==> src/rtl/mem_pkg.sv <==
// Shared MEM-stage definitions: bus field layout, DM window and bridge FSM states.
package mem_pkg;

  localparam int unsigned XLEN        = 32;
  localparam int unsigned RW_W        = 5;
  localparam int unsigned MEM_CTRL_W  = 4;
  localparam int unsigned WB_CTRL_W   = 5;
  localparam int unsigned MEM_DATA_W  = RW_W + 2 * XLEN;
  localparam int unsigned DM_ADDR_W   = 10;
  localparam int unsigned DM_ADDR_LSB = 2;
  localparam int unsigned DM_WE_W     = 4;

  // Addresses (low half-word) below this go to data memory, the rest to the bridge.
  localparam logic [15:0] DM_LIMIT = 16'h3000;

  // Peripheral bridge handshake states.
  typedef enum logic [1:0] {
    PR_IDLE       = 2'd0,
    PR_WAIT       = 2'd1,
    PR_DONE       = 2'd2,
    PR_DONE_ABORT = 2'd3
  } pr_state_e;

  // MEM_CTRL layout, MSB first.
  typedef struct packed {
    logic mem_read;
    logic mem_write;
    logic is_byte;
    logic is_half;
  } mem_ctrl_t;

  // WB_CTRL layout, MSB first.
  typedef struct packed {
    logic reg_write;
    logic mem_to_reg;
    logic is_dm_byte;
    logic is_dm_half;
    logic is_loads;
  } wb_ctrl_t;

  // MEM_DATA / WB_DATA layout, MSB first; ex_out is the effective address.
  typedef struct packed {
    logic [RW_W-1:0] rw;
    logic [XLEN-1:0] ex_out;
    logic [XLEN-1:0] rt_data;
  } mem_data_t;

  // True when the address falls in the data-memory window.
  function automatic logic addr_in_dm(input logic [15:0] addr_lo);
    return addr_lo < DM_LIMIT;
  endfunction

endpackage

==> src/rtl/mem_stage_dm_wr_align.sv <==
// Store lane steering and alignment check for data-memory accesses.
module dm_wr_align
  import mem_pkg::*;
(
  input  logic [1:0]         addr_lo,
  input  logic               is_byte,
  input  logic               is_half,
  input  logic [XLEN-1:0]    rt,
  output logic [DM_WE_W-1:0] we,
  output logic [XLEN-1:0]    wd,
  output logic               misaligned
);

  // Select byte lanes and replicate store data across them.
  always_comb begin
    we         = '0;
    wd         = rt;
    misaligned = (is_half && addr_lo[0]) || (!is_byte && !is_half && (addr_lo != 2'b00));
    if (is_byte) begin
      we = DM_WE_W'(4'b0001 << addr_lo);
      wd = {4{rt[7:0]}};
    end else if (is_half) begin
      we = addr_lo[1] ? 4'b1100 : 4'b0011;
      wd = {2{rt[15:0]}};
    end else begin
      we = 4'b1111;
      wd = rt;
    end
  end

endmodule

==> src/rtl/mem_stage.sv <==
// Memory-access stage: DM stores/reads, peripheral bridge handshake, MEM/WB register.
module mem_stage
  import mem_pkg::*;
#(
  parameter int unsigned PR_TIMEOUT = 255
) (
  input  logic                  clk,
  input  logic                  rst,
  input  logic                  i_valid,
  input  logic [MEM_CTRL_W-1:0] MEM_CTRL,
  input  logic [WB_CTRL_W-1:0]  i_WB_CTRL,
  input  logic [MEM_DATA_W-1:0] MEM_DATA,
  output logic [DM_ADDR_W-1:0]  DM_addr,
  output logic [DM_WE_W-1:0]    DM_we,
  output logic [XLEN-1:0]       DM_wd,
  output logic [XLEN-1:0]       PrAddr,
  output logic [XLEN-1:0]       PrWD,
  output logic                  PrWE,
  output logic                  PrReq,
  input  logic                  PrReady,
  input  logic [XLEN-1:0]       PrRD_in,
  output logic                  o_stall,
  output logic [WB_CTRL_W-1:0]  WB_CTRL,
  output logic [MEM_DATA_W-1:0] WB_DATA,
  output logic [XLEN-1:0]       PrRD,
  output logic                  o_exc_align,
  output logic                  o_bus_err
);

  localparam int unsigned CNT_W = (PR_TIMEOUT < 1) ? 1 : $clog2(PR_TIMEOUT + 1);
  localparam logic [CNT_W-1:0] CNT_MAX = CNT_W'(PR_TIMEOUT);

  mem_ctrl_t ctrl;
  mem_data_t md;
  logic      access;
  logic      in_dm;
  logic      misaligned;

  logic [DM_WE_W-1:0] lane_we;
  logic [XLEN-1:0]    lane_wd;

  pr_state_e        state_q, state_d;
  logic [CNT_W-1:0] cnt_q, cnt_d;
  logic [XLEN-1:0]  pr_addr_q, pr_addr_d;
  logic [XLEN-1:0]  pr_wd_q, pr_wd_d;
  logic             pr_we_q, pr_we_d;
  logic [XLEN-1:0]  pr_rd_q, pr_rd_d;
  wb_ctrl_t         wb_ctrl_q, wb_ctrl_d;
  mem_data_t        wb_data_q, wb_data_d;
  logic             exc_align_q, exc_align_d;
  logic             bus_err_q, bus_err_d;

  logic               pr_req_c;
  logic               stall_c;
  logic [DM_WE_W-1:0] dm_we_c;

  // Decode of the instruction currently in MEM.
  assign ctrl   = mem_ctrl_t'(MEM_CTRL);
  assign md     = mem_data_t'(MEM_DATA);
  assign access = i_valid & (ctrl.mem_read | ctrl.mem_write);
  assign in_dm  = addr_in_dm(md.ex_out[15:0]);

  dm_wr_align u_dm_wr_align (
    .addr_lo    (md.ex_out[1:0]),
    .is_byte    (ctrl.is_byte),
    .is_half    (ctrl.is_half),
    .rt         (md.rt_data),
    .we         (lane_we),
    .wd         (lane_wd),
    .misaligned (misaligned)
  );

  // Bridge FSM next state, MEM/WB next values and combinational strobes.
  always_comb begin
    state_d     = state_q;
    cnt_d       = cnt_q;
    pr_addr_d   = pr_addr_q;
    pr_wd_d     = pr_wd_q;
    pr_we_d     = pr_we_q;
    pr_rd_d     = pr_rd_q;
    wb_ctrl_d   = '0;
    wb_data_d   = '0;
    exc_align_d = 1'b0;
    bus_err_d   = 1'b0;
    pr_req_c    = 1'b0;
    stall_c     = 1'b0;
    dm_we_c     = '0;

    unique case (state_q)
      PR_IDLE: begin
        if (i_valid) begin
          if (access && misaligned) begin
            exc_align_d = 1'b1;
          end else if (access && !in_dm) begin
            pr_req_c  = 1'b1;
            stall_c   = 1'b1;
            pr_addr_d = md.ex_out;
            pr_wd_d   = md.rt_data;
            pr_we_d   = ctrl.mem_write;
            cnt_d     = '0;
            state_d   = PR_WAIT;
          end else begin
            wb_ctrl_d = wb_ctrl_t'(i_WB_CTRL);
            wb_data_d = md;
            if (access && ctrl.mem_write) begin
              dm_we_c = lane_we;
            end
          end
        end
      end

      PR_WAIT: begin
        pr_req_c = 1'b1;
        stall_c  = 1'b1;
        if (PrReady) begin
          if (!pr_we_q) begin
            pr_rd_d = PrRD_in;
          end
          state_d = PR_DONE;
        end else if (cnt_q == CNT_MAX) begin
          bus_err_d = 1'b1;
          state_d   = PR_DONE_ABORT;
        end else begin
          cnt_d = cnt_q + CNT_W'(1);
        end
      end

      // EX/MEM was frozen during the access, so MEM_DATA still holds it here.
      PR_DONE: begin
        wb_ctrl_d = wb_ctrl_t'(i_WB_CTRL);
        wb_data_d = md;
        state_d   = PR_IDLE;
      end

      PR_DONE_ABORT: begin
        state_d = PR_IDLE;
      end

      default: begin
        state_d = PR_IDLE;
      end
    endcase

    if (rst) begin
      pr_req_c = 1'b0;
      stall_c  = 1'b0;
      dm_we_c  = '0;
    end
  end

  // State and MEM/WB pipeline register.
  always_ff @(posedge clk) begin
    if (rst) begin
      state_q     <= PR_IDLE;
      cnt_q       <= '0;
      pr_addr_q   <= '0;
      pr_wd_q     <= '0;
      pr_we_q     <= 1'b0;
      pr_rd_q     <= '0;
      wb_ctrl_q   <= '0;
      wb_data_q   <= '0;
      exc_align_q <= 1'b0;
      bus_err_q   <= 1'b0;
    end else begin
      state_q     <= state_d;
      cnt_q       <= cnt_d;
      pr_addr_q   <= pr_addr_d;
      pr_wd_q     <= pr_wd_d;
      pr_we_q     <= pr_we_d;
      pr_rd_q     <= pr_rd_d;
      wb_ctrl_q   <= wb_ctrl_d;
      wb_data_q   <= wb_data_d;
      exc_align_q <= exc_align_d;
      bus_err_q   <= bus_err_d;
    end
  end

  // Bridge address/data come straight from MEM in IDLE, then from the latched copy.
  assign PrAddr = (state_q == PR_IDLE) ? md.ex_out  : pr_addr_q;
  assign PrWD   = (state_q == PR_IDLE) ? md.rt_data : pr_wd_q;
  assign PrWE   = pr_req_c & ((state_q == PR_IDLE) ? ctrl.mem_write : pr_we_q);
  assign PrReq  = pr_req_c;

  assign DM_addr = md.ex_out[DM_ADDR_LSB +: DM_ADDR_W];
  assign DM_we   = dm_we_c;
  assign DM_wd   = lane_wd;
  assign o_stall = stall_c;

  assign WB_CTRL     = wb_ctrl_q;
  assign WB_DATA     = wb_data_q;
  assign PrRD        = pr_rd_q;
  assign o_exc_align = exc_align_q;
  assign o_bus_err   = bus_err_q;

endmodule

==> config.mk <==
export PLATFORM = sky130hd
export DESIGN_NAME = mem_stage
export DESIGN_NICKNAME = d
export VERILOG_FILES = /design/src/rtl/mem_pkg.sv /design/src/rtl/mem_stage_dm_wr_align.sv /design/src/rtl/mem_stage.sv
export SDC_FILE = /design/constraint.sdc
export NUM_CORES = 1
export LEC_CHECK = 0
export CORE_ASPECT_RATIO = 1.4
export CORE_MARGIN = 2
export CORE_UTILIZATION = 47
export DETAILED_ROUTE_END_ITERATION = 10
export PLACE_DENSITY = 0.88
export SLEW_MARGIN = 20
export SYNTH_ARGS = -nofsm -noshare
export SYNTH_HDL_FRONTEND = slang
export SYNTH_SLANG_ARGS = --single-unit
export TNS_END_PERCENT = 20
==> constraint.sdc <==
create_clock -name clk -period 2.3 [get_ports clk]
set_input_delay 0.345 -clock clk [delete_from_list [all_inputs] [get_ports clk]]
set_output_delay 0.345 -clock clk [all_outputs]
set_load 0.01 [all_outputs]
After elaboration in Yosys (flattened, before gate mapping) --
Index checks and enable logic that the tools add are counted. Widths: inputs -> output; s select.
Word-level totals: bits in registers 183, word-level logic and storage cells 98, input port bits 114, output and inout bits 221
Cells by class: reductions and logical operators 20, equality and inequality tests 10, add/subtract/negate cells 1, muxes and demuxes 41, order comparisons 1, bitwise operators 8, shift-type cells 1
Operators with widths (number):
- $mux 69 | 3
- $pmux 69 s2 | 1
- $mux 32 | 4
- $mux 8 | 5
- $mux 4 | 9
- $lt 16x14->1 const B | 1
- $pmux 8 s2 | 1
- $mux 5 | 3
- $mux 2 | 5
- $ne 2x2->1 const B | 5
- $pmux 5 s2 | 1
- $add 8x1->8 const B | 1
- $eq 8x8->1 const B | 1
- $reduce_and 4->1 | 2
- $mux 1 | 7
- $logic_and 1x1->1 | 6
- $pmux 2 s3 | 1
- $reduce_and 6->1 | 1
- $reduce_or 3->1 | 2
- $not 1->1 | 5
- $eq 2x2->1 const B | 2
- $reduce_bool 2->1 | 2
- $shl 1x2->4 const A | 1
- $logic_not 1->1 | 3
- 9 further kinds | 10

Longest topological paths before layout --
Gate-level depths: netlist of the first run.
depth after elaboration 10, depth in mapped cells 8, mapped depth without buffers 5

Modules after synthesis --
Synthesis of the first run repeated with hierarchy kept, for this count alone.
Unflattened totals: cell total of the unflattened synthesis 828, area, all modules 7403.4 um^2
By module, submodules not included:
- mem_stage | cells each 756, area each 6935.4 um^2, sequential area each 3663.5 um^2, instances 1
- dm_wr_align | cells each 72, area each 467.9 um^2, sequential area each 0.0 um^2, instances 1

Worst setup path before layout of the first run --
No wires, ideal clock.
kind input port to output port, start in MEM_CTRL[1], end out o_stall, data arrival time 1.505 ns, path slack 0.450 ns, cell stages on the path 7, data required time 1.955 ns, buffers on the path 3, cell sequence buf_4 inv_1 o22a_1 buf_6 nor3_2 o21a_1 buf_4
Between the ends: cells in the longest elaborated chain, start to end 9
Ends and longest elaborated chain:
- from (decl) | line mem_stage.sv:10 | input logic [MEM_CTRL_W-1:0] MEM_CTRL,
- $logic_not 1->1 | line mem_stage_dm_wr_align.sv:18 | misaligned = (is_half && addr_lo[0]) || (!is_byte && !is_half && (addr_lo != 2'b00));
- $logic_and 1x1->1 (2 in a row) | line mem_stage_dm_wr_align.sv:18
- $logic_or 1x1->1 | line mem_stage_dm_wr_align.sv:18
- $logic_and 1x1->1 | line mem_stage.sv:92 | if (access && misaligned) begin
- $mux 1 (2 in a row)
- $pmux 1 s2
- $mux 1
- to (decl) | line mem_stage.sv:22 | output logic o_stall,
Every way passes these cells.

Worst setup path in the final report of the first run --
start in MEM_CTRL[1], end out DM_wd[31]
Between the ends: cells in the longest elaborated chain, start to end 1
Ends and longest elaborated chain:
- $mux 32 | line mem_stage_dm_wr_align.sv:19 | if (is_byte) begin
- to (decl) | line mem_stage.sv:15 | output logic [XLEN-1:0] DM_wd,
Every way passes these cells.

==> results of run 1 <==
## cell families (layout without fill, tap and decap cells)
kind of cell,count (synthesis),count (layout),share of synthesized area [%]
AO/OA/AOI/OAI,219,219,16.7
adder cells (fa/ha/maj),1,1,0.155
buffers and inverters,132,433,8.83
flip-flops,183,183,45.5
multiplexers,16,16,2.11
AND/OR/NAND/NOR,435,435,26.7
## placed cells by master, fill, tap and decap left out, types with 12 or more instances in the layout
cell             instances
inv_1                   12
dlygate4sd2_1           79
nand4_1                 66
dfxtp_1                183
a21oi_1                103
nor3_1                  12
o31ai_1                 66
dlymetal6s2s_1          12
clkdlybuf4s50_1        236
o21ai_0                 29
nand2_1                251
buf_4                   47
nor3b_1                 63
clkbuf_16               17
## critical path, cell delays in order
cell,delay [ns]
clkdlybuf4s50_1,0.49
buf_4,0.16
buf_4,0.16
nand2_1,0.07
o21ai_0,0.10
clkdlybuf4s50_1,0.57
## report_power, final
group / total (mW) / leakage (nW) / switching, mW / internal, mW
sequential: 3.34 / 1.49 / 0.0521 / 3.29
clock: 2.99 / 0.276 / 1.36 / 1.63
combinational: 1.60 / 3.03 / 0.875 / 0.729
total: 7.94 / 4.79 / 2.29 / 5.65
## metal layers
layer | GRT usage, % | vias up | part of all wire [%]
met1 | 34.3 | 4071 | 36
met4 | 13.2 | 0 | 4.4
met2 | 53.7 | 487 | 51
met5 | 0 | - | 0
met3 | 7.04 | 90 | 7.9
li1 | - | 4008 | -
## path summary, 6_finish.rpt
| kind | start | endpoint |
|---|---|---|
| worst max-delay path | MEM_CTRL[1] | DM_wd[31] |
| worst min-delay path | rst | state_q[0]$_SDFFE_PP0P_ |
| worst max register to register | cnt_q[0]$_SDFFE_PP0P_ | cnt_q[5]$_SDFFE_PP0P_ |
| worst min register to register | PrRD[2]$_SDFFE_PP0P_ | PrRD[2]$_SDFFE_PP0P_ |
## registers in the layout, indices dropped and copies added (netlist names)
name         flops
WB_DATA         69
PrRD            32
pr_addr_q       32
pr_wd_q         32
cnt_q            8
WB_CTRL          5
state_q          2
o_bus_err        1
o_exc_align      1
pr_we_q          1
## area by class of cell
cell class	instances	area, um2	share of cell area, %
clock buffer	18	429	3.54
inverter	12	45.0	0.372
clock inverter	14	171	1.41
multi-input combinational	671	3750	31.0
sequential	183	3660	30.2
timing repair buffer	389	3800	31.4
tap	203	254	2.10
## through the flow
step / instance area, um2 / setup TNS [ns] / total power, mW
2_1_floorplan: 8060 / 0 / 4.16
3_3_place_gp: 11500 / -7.23 / 5.01
3_5_place_dp: 11500 / -10.14 / 5.04
4_1_cts: 12100 / -0.436 / 7.95
5_1_grt: 12100 / 0 / 8.21
6_report: 12100 / 0 / 7.94
## timing repair
| action | 4_1_cts | 5_1_grt |
|---|---|---|
| pin swaps | 2 | 6 |
| endpoints found under the hold margin | 0 | 0 |
| cloned | 2 | 0 |
| endpoints found under the setup margin | 92 | 16 |
| gates resized for setup | 97 | 23 |
| buffers inserted | 4 | 0 |
==> results.cfg, run 1 <==
[outcome]
outcome = finished clean

[drt]
drtIter0Drc = 638
wirelength_mm = 28.4
vias = 8656
wl_per_cell_um = 19.1
first_pass_iters = 5
drt-vias-per-instance = 5.81
route.antenna.remaining_nets = 0
drc = 0

[placed_design]
gp_congestion = 0.855
dp_cells = 1452
post-place-ws_ns = -0.304
io_buffers = 334
dp_hpwl_mm = 18.5

[yosys]
synth_area_um2 = 8060
synth.yosys.seq_area_share_pct = 45.5
ys_seq_elements = 183
synth_fp_nets = 1101
ys_types = 49
synth_area_leaders = dfxtp_1, nand2_1, a21oi_1, o31ai_1, nor3b_1
async_reset_ff_share_pct = 0
syn_inst = 986
synth-edff-count = 0
yosysTopAreaCell = dfxtp_1
synthMostInstantiatedCell = nand2_1
synth_top_area_share_pct = 45.5
synth_common_cells = nand2_1, dfxtp_1, a21oi_1
ys_dominant_reg_cell = dfxtp_1
syn_area_per_cell_um2 = 8.17
yosysWarnings = 0

[sta]
fin_crit_ns = 2.24
setup_viol = 0
max_freq_mhz = 447
timing.hold.ws_ns = 0.269
relSlewSlack_pct = 43.2
fin_worst_skew_ns = 0.00848
fin_crit_sh_pct = 97.2
finalHoldViolCount = 0
drv_slew = 0
rsz0062_at_grt = false
tightest_slew_ns = 0.852
final.setup.worst_slack_ns = 0.0642

[floorplanning]
num_io_pins = 335
die_w_um = 115
dieArea_um2 = 18200
core_area_um2 = 16700
std_cell_rows = 56
start_util_pct = 48.1
fp.dieH_um = 159

[clocking]
cts_tree = built
clock-root-buffer = clkbuf_16
h-tree-depth = 4
cts-buffers-inserted = 17
clk_latency_ns = 0.44
cts_buffer_depth = 2
cts.clk_slew.worst_paths_ns = 0.06
cts_sinks = 183
cts_hold_buffers = 0

[min_path]
whs_path_depth = 3
hold_path_class = input port to flop

[global_routing]
first_global_vias = 8322
antenna_found_initial = 0
grt-ovfl-total = 0
grt_usage_pct = 30.4
grt_max_degree = 83
grt_pass1_wl_mm = 44.1

[worst_setup_path]
regToRegSetupSlack_ns = 0.40
start_kind = input port
worstPathRequired_ns = 1.96
r2r_cells = 6
cp-end-kind = output port
criticalPathCategory = input port to output port
crit_arrival_ns = 1.89
crit_fanout = 8

[cells_and_area]
n_antenna_cell = 0
syn_to_final_growth_pct = 50.4
fin_nets = 1389
fillers = 1275
final_util_pct = 72.4
finalNonFillerCells = 1490
drive_gt1_share_pct = 8.94

[power]
leakagePower_nw = 4.79
ir_drop_mv = 0.492
p_per_area_nw_per_um2 = 655

[flow_run]
cap_violations = 0
(Power assumes the default switching activity.)
==> run 2, diff against run 1 <==
--- a/config.mk
+++ b/config.mk
@@ -5,11 +5,14 @@
 export SDC_FILE = /design/constraint.sdc
 export NUM_CORES = 1
 export LEC_CHECK = 0
+export ABC_CLOCK_PERIOD_IN_PS = 2300
+export CELL_PAD_IN_SITES_DETAIL_PLACEMENT = 0
+export CELL_PAD_IN_SITES_GLOBAL_PLACEMENT = 1
 export CORE_ASPECT_RATIO = 1.4
 export CORE_MARGIN = 2
-export CORE_UTILIZATION = 47
+export CORE_UTILIZATION = 33
 export DETAILED_ROUTE_END_ITERATION = 10
-export PLACE_DENSITY = 0.88
+export PLACE_DENSITY = 0.87
 export SLEW_MARGIN = 20
 export SYNTH_ARGS = -nofsm -noshare
 export SYNTH_HDL_FRONTEND = slang
==> results.cfg, run 2 (synthesis results as in run 1) <==
[outcome]
outcome = finished, violations left
violations = setup timing

[drt]
wirelength_mm = 30.5
drc = 0
route.antenna.remaining_nets = 0
first_pass_iters = 5
vias = 8363
drtIter0Drc = 570
drt-vias-per-instance = 5.21
wl_per_cell_um = 19.0

[worst_setup_path]
cpPeakStageDelay_ns = 0.47
crit_chain = clkdlybuf4s50_1, a211oi_4, or2_4, nor3_2, o21a_1, buf_4, dlygate4sd2_1
start_kind = input port
regToRegSetupSlack_ns = 0.40
crit_fanout = 3
r2r_cells = 6
cp_slowest_cell = clkdlybuf4s50_1
cp-end-kind = output port
crit_arrival_ns = 2.04
criticalPathCategory = input port to output port
worstPathRequired_ns = 1.96

[cells_and_area]
finalNonFillerCells = 1604
drive_gt1_share_pct = 10.6
syn_to_final_growth_pct = 53.9
layout_commonest_cell = nand2_1
largest_reg_flops = 69
final_util_pct = 51.7
stdcell_area_um2 = 12400
final_cell_mix = nand2_1, clkdlybuf4s50_1, dfxtp_1
n_antenna_cell = 0
fin_nets = 1398

[power]
ir_drop_mv = 0.523
p_per_area_nw_per_um2 = 653
leakagePower_nw = 4.94

[floorplanning]
die_w_um = 136
core_area_um2 = 24000
dieArea_um2 = 25700
num_io_pins = 335
std_cell_rows = 67
fp.dieH_um = 189
start_util_pct = 33.6

[clocking]
clk_latency_ns = 0.44
cts.clk_slew.worst_paths_ns = 0.07
cts_sinks = 183
cts_tree = built
h-tree-depth = 4
clock-root-buffer = clkbuf_16
cts-buffers-inserted = 17
cts_buffer_depth = 2

[sta]
relSlewSlack_pct = 41.9
final.setup.worst_slack_ns = -0.0821
finalHoldViolCount = 0
max_freq_mhz = 420
setup_viol = 11
fin_worst_skew_ns = 0.00665
drv_slew = 0
tightest_slew_ns = 0.871
fin_crit_sh_pct = 104
fin_crit_ns = 2.38
rsz0062_at_grt = true

[placed_design]
post-place-ws_ns = -0.348
io_buffers = 334
dp_cells = 1564
dp_hpwl_mm = 19.9
place_area_um2 = 11700
gp_congestion = 0.795

[global_routing]
antenna_found_initial = 0
grt_pass1_wl_mm = 45.3
grt_max_degree = 90
grt_usage_pct = 22.7
grt-ovfl-total = 0
first_global_vias = 7822

[min_path]
whs_path_depth = 3
hold_path_class = input port to flop

[flow_run]
cap_violations = 0
-- run 2: report_power, final --
group / switching (mW) / internal [mW]
sequential: 0.0489 / 3.29
combinational: 0.903 / 0.774
clock: 1.27 / 1.81
-- run 2: timing repair --
action,4_1_cts,5_1_grt
setup endpoints to repair,89,35
hold buffers,0,0
pin swaps,4,2
gates cloned,2,2
endpoints found under the hold margin,0,0
setup buffers,4,2
gates resized for setup,77,74
-- run 2: worst max-delay path, delay by kind of cell --
kind | cells | cell delay, ns
buf+inv | 3 | 0.88
compound gates | 2 | 0.56
simple gates | 2 | 0.24
-- run 2: layout make-up --
type                    instances  area, um2
clock buffers                  22        484
clock inverters                 8        121
fillers                      2340      11600
inverters                      12       45.0
multi-input cells             671       3750
flip-flops and latches        183       3660
well taps                     310        388
repair buffers                398       3950
-- run 2: per-stage QoR --
step | hold slack [ns] | power (mW) | TNS (ns)
floorplan | 0.449 | 4.16 | 0
global placement | 0.440 | 5.09 | -14.01
detailed placement | 0.446 | 5.10 | -16.88
CTS | 0.200 | 8.15 | -2.01
global route | 0.236 | 8.40 | -1.44
finish | 0.231 | 8.10 | -0.536
-- run 2: worst paths after layout --
kind                        endpoint                   from
min          state_q[0]$_SDFFE_PP0P_                    rst
min reg2reg    PrRD[11]$_SDFFE_PP0P_  PrRD[11]$_SDFFE_PP0P_
max                          o_stall           MEM_DATA[47]
max reg2reg    cnt_q[3]$_SDFFE_PP0P_  cnt_q[0]$_SDFFE_PP0P_
-- run 2: per-layer routing --
layer  up-vias  wire (um)  GRT usage (%)
met2       329      15200           39.0
met4         0        993           9.50
met1      3958      12100           26.7
met5         -          0              0
li1       4024          -              -
met3        52       2090           5.49
==> run 3, diff against run 2 <==
--- a/config.mk
+++ b/config.mk
@@ -5,16 +5,16 @@
 export SDC_FILE = /design/constraint.sdc
 export NUM_CORES = 1
 export LEC_CHECK = 0
-export ABC_CLOCK_PERIOD_IN_PS = 2300
 export CELL_PAD_IN_SITES_DETAIL_PLACEMENT = 0
 export CELL_PAD_IN_SITES_GLOBAL_PLACEMENT = 1
 export CORE_ASPECT_RATIO = 1.4
 export CORE_MARGIN = 2
-export CORE_UTILIZATION = 33
+export CORE_UTILIZATION = 32
 export DETAILED_ROUTE_END_ITERATION = 10
-export PLACE_DENSITY = 0.87
+export PLACE_DENSITY = 0.86
 export SLEW_MARGIN = 20
 export SYNTH_ARGS = -nofsm -noshare
 export SYNTH_HDL_FRONTEND = slang
+export SYNTH_HIERARCHICAL = 1
 export SYNTH_SLANG_ARGS = --single-unit
 export TNS_END_PERCENT = 20
==> results.cfg, run 3 <==
[yosys]
synth.yosys.seq_area_share_pct = 49.5
synth_top_area_share_pct = 49.5
ys_types = 46
async_reset_ff_share_pct = 0
synth-edff-count = 0
synth_common_cells = nand2_1, dfxtp_1, a21oi_1
synth_fp_nets = 943
yosysTopAreaCell = dfxtp_1
ys_dominant_reg_cell = dfxtp_1
yosysWarnings = 6
synthMostInstantiatedCell = nand2_1
syn_inst = 828
ys_seq_elements = 183
synth_area_leaders = dfxtp_1, mux2_2, nand2_1, a21oi_1, and2_1
syn_area_per_cell_um2 = 8.94
synth_area_um2 = 7400

[clocking]
cts_buffer_depth = 2
clock-root-buffer = clkbuf_16
clk_latency_ns = 0.43
cts_sinks = 183
cts.clk_slew.worst_paths_ns = 0.07
cts_tree = built
cts-buffers-inserted = 17
h-tree-depth = 4

[placed_design]
dp_hpwl_mm = 17.3
dp_cells = 1431
io_buffers = 334
post-place-ws_ns = -0.526
gp_congestion = 0.776

[global_routing]
grt_usage_pct = 19.3
grt-ovfl-total = 0
antenna_found_initial = 1
grt_pass1_wl_mm = 36.7
grt_max_degree = 64
first_global_vias = 6524

[power]
p_per_area_nw_per_um2 = 655
ir_drop_mv = 0.512
p_clk_share_pct = 40.0
p_sw_mw = 1.88
p_int_mw = 5.81
p_sw_share_pct = 24.5
leakagePower_nw = 4.59
seq_power_share_pct = 43.1
comb_power_share_pct = 16.9

[sta]
setup_viol = 0
fin_worst_skew_ns = 0.00596
fin_crit_sh_pct = 97.8
tightest_slew_ns = 0.657
final.setup.worst_slack_ns = 0.0503
fin_crit_ns = 2.25
timing.hold.ws_ns = 0.256
relSlewSlack_pct = 56.2
finalHoldViolCount = 0
drv_slew = 0
fin_setup_tns_ns = 0
max_freq_mhz = 444

[cells_and_area]
n_antenna_cell = 0
finalNonFillerCells = 1466
fin_nets = 1269
largest_reg_flops = 69
syn_to_final_growth_pct = 58.6
final_util_pct = 51.9
drive_gt1_share_pct = 14.5
layout_commonest_cell = clkdlybuf4s50_1
final_cell_mix = clkdlybuf4s50_1, nand2_1, dfxtp_1
fillers = 2160

[worst_setup_path]
crit_arrival_ns = 1.90
cpPeakStageDelay_ns = 0.36
crit_buf_inv = 3
critPathTopFamily = buffers and inverters
cp_slowest_cell = dfxtp_2
cp-end-kind = output port
criticalPathCategory = flop to output port
worstPathRequired_ns = 1.96
start_kind = flop
crit_fanout = 23
crit_chain = nor2_4, buf_4, buf_12, mux2_2, dlygate4sd2_1

[drt]
wirelength_mm = 24.0
drc = 0
drt-vias-per-instance = 4.59
drtIter0Drc = 203
route.antenna.remaining_nets = 0
vias = 6729
first_pass_iters = 7
wl_per_cell_um = 16.4

[flow_run]
cap_violations = 0

[floorplanning]
num_io_pins = 335
die_w_um = 133
fp.dieH_um = 184
dieArea_um2 = 24400
start_util_pct = 32.7
core_area_um2 = 22600
std_cell_rows = 65

[outcome]
outcome = finished clean

[min_path]
hold_path_class = input port to flop
==> run 3: cell types whose count changed after synthesis, sizes merged, moves of 33 or more <==
cell / delta
o31ai: -66
nand2: -45
and2: +72
mux2: +64
clkbuf: -33
nand4: -63
nor3b: -63
==> run 3: worst register-to-register path: stages (launching register included) <==
cell	delay, ns
dfxtp_1	0.44
buf_4	0.20
or2b_4	0.32
or3_1	0.32
buf_4	0.25
nand2_1	0.12
a21oi_1	0.07
==> run 3: final timing paths <==
kind / end / slack, ns / from / cells past startpoint
setup / recovery: PrAddr[23] / 0.05 / state_q[1]$_SDFFE_PP0P_ / 5
hold / removal: state_q[0]$_SDFFE_PP0P_ / 0.26 / rst / 3
setup reg to reg: PrRD[5]$_SDFFE_PP0P_ / 0.44 / state_q[0]$_SDFFE_PP0P_ / 6
hold reg to reg: pr_wd_q[13]$_SDFFE_PP0P_ / 0.45 / pr_wd_q[13]$_SDFFE_PP0P_ / 2
==> run 3: through the flow <==
stage / total power, mW / cell area [um2]
final: 7.69 / 11700
after CTS: 7.79 / 11700
after floorplan: 3.95 / 7400
after global routing: 8.01 / 11700
after detailed placement: 4.76 / 11100
after global placement: 4.75 / 11100
==> run 3: cell families (layout without fill, tap and decap cells) <==
kind of cell | Yosys count | count (layout) | synth area share (%)
adders and majority gates | 1 | 1 | 0.169
buffers and inverters | 90 | 427 | 6.83
AOI/OAI and AO/OA | 142 | 142 | 10.5
muxes | 82 | 82 | 12.4
DFF | 183 | 183 | 49.5
and+or+nand+nor | 330 | 330 | 20.7
==> run 3: timing repair <==
action | 4_1_cts | 5_1_grt
pin swaps | 5 | 3
resized for setup | 101 | 10
buffers inserted | 3 | 2
setup endpoints to repair | 85 | 43
hold buffers | 0 | 0
==> run 3: area by class of cell <==
cell class | count | area (um2) | area share (%)
Clock buffer | 22 | 454 | 3.87
Clock inverter | 8 | 149 | 1.27
Inverter | 17 | 63.8 | 0.544
Multi-Input combinational cell | 555 | 3320 | 28.3
Sequential cell | 183 | 3660 | 31.2
Tap cell | 301 | 377 | 3.21
Timing Repair Buffer | 380 | 3710 | 31.6
==> run 3: power by group through the flow <==
stage / sequential, mW / combinational [mW] / clock [mW]
5_1_grt: 3.33 / 1.40 / 3.29
4_1_cts: 3.32 / 1.31 / 3.16
6_report: 3.32 / 1.30 / 3.08
3_3_place_gp: 3.39 / 1.36 / 0
3_5_place_dp: 3.39 / 1.37 / 0
2_1_floorplan: 3.41 / 0.544 / 0
==> run 3: metal layers <==
metal | part of all wire (%) | GRT usage, % | vias up
met5 | 0 | 0 | -
met4 | 2.3 | 7.35 | 0
met3 | 6.2 | 5.27 | 35
met2 | 51 | 33.8 | 224
met1 | 40 | 22.2 | 3114
li1 | - | - | 3356
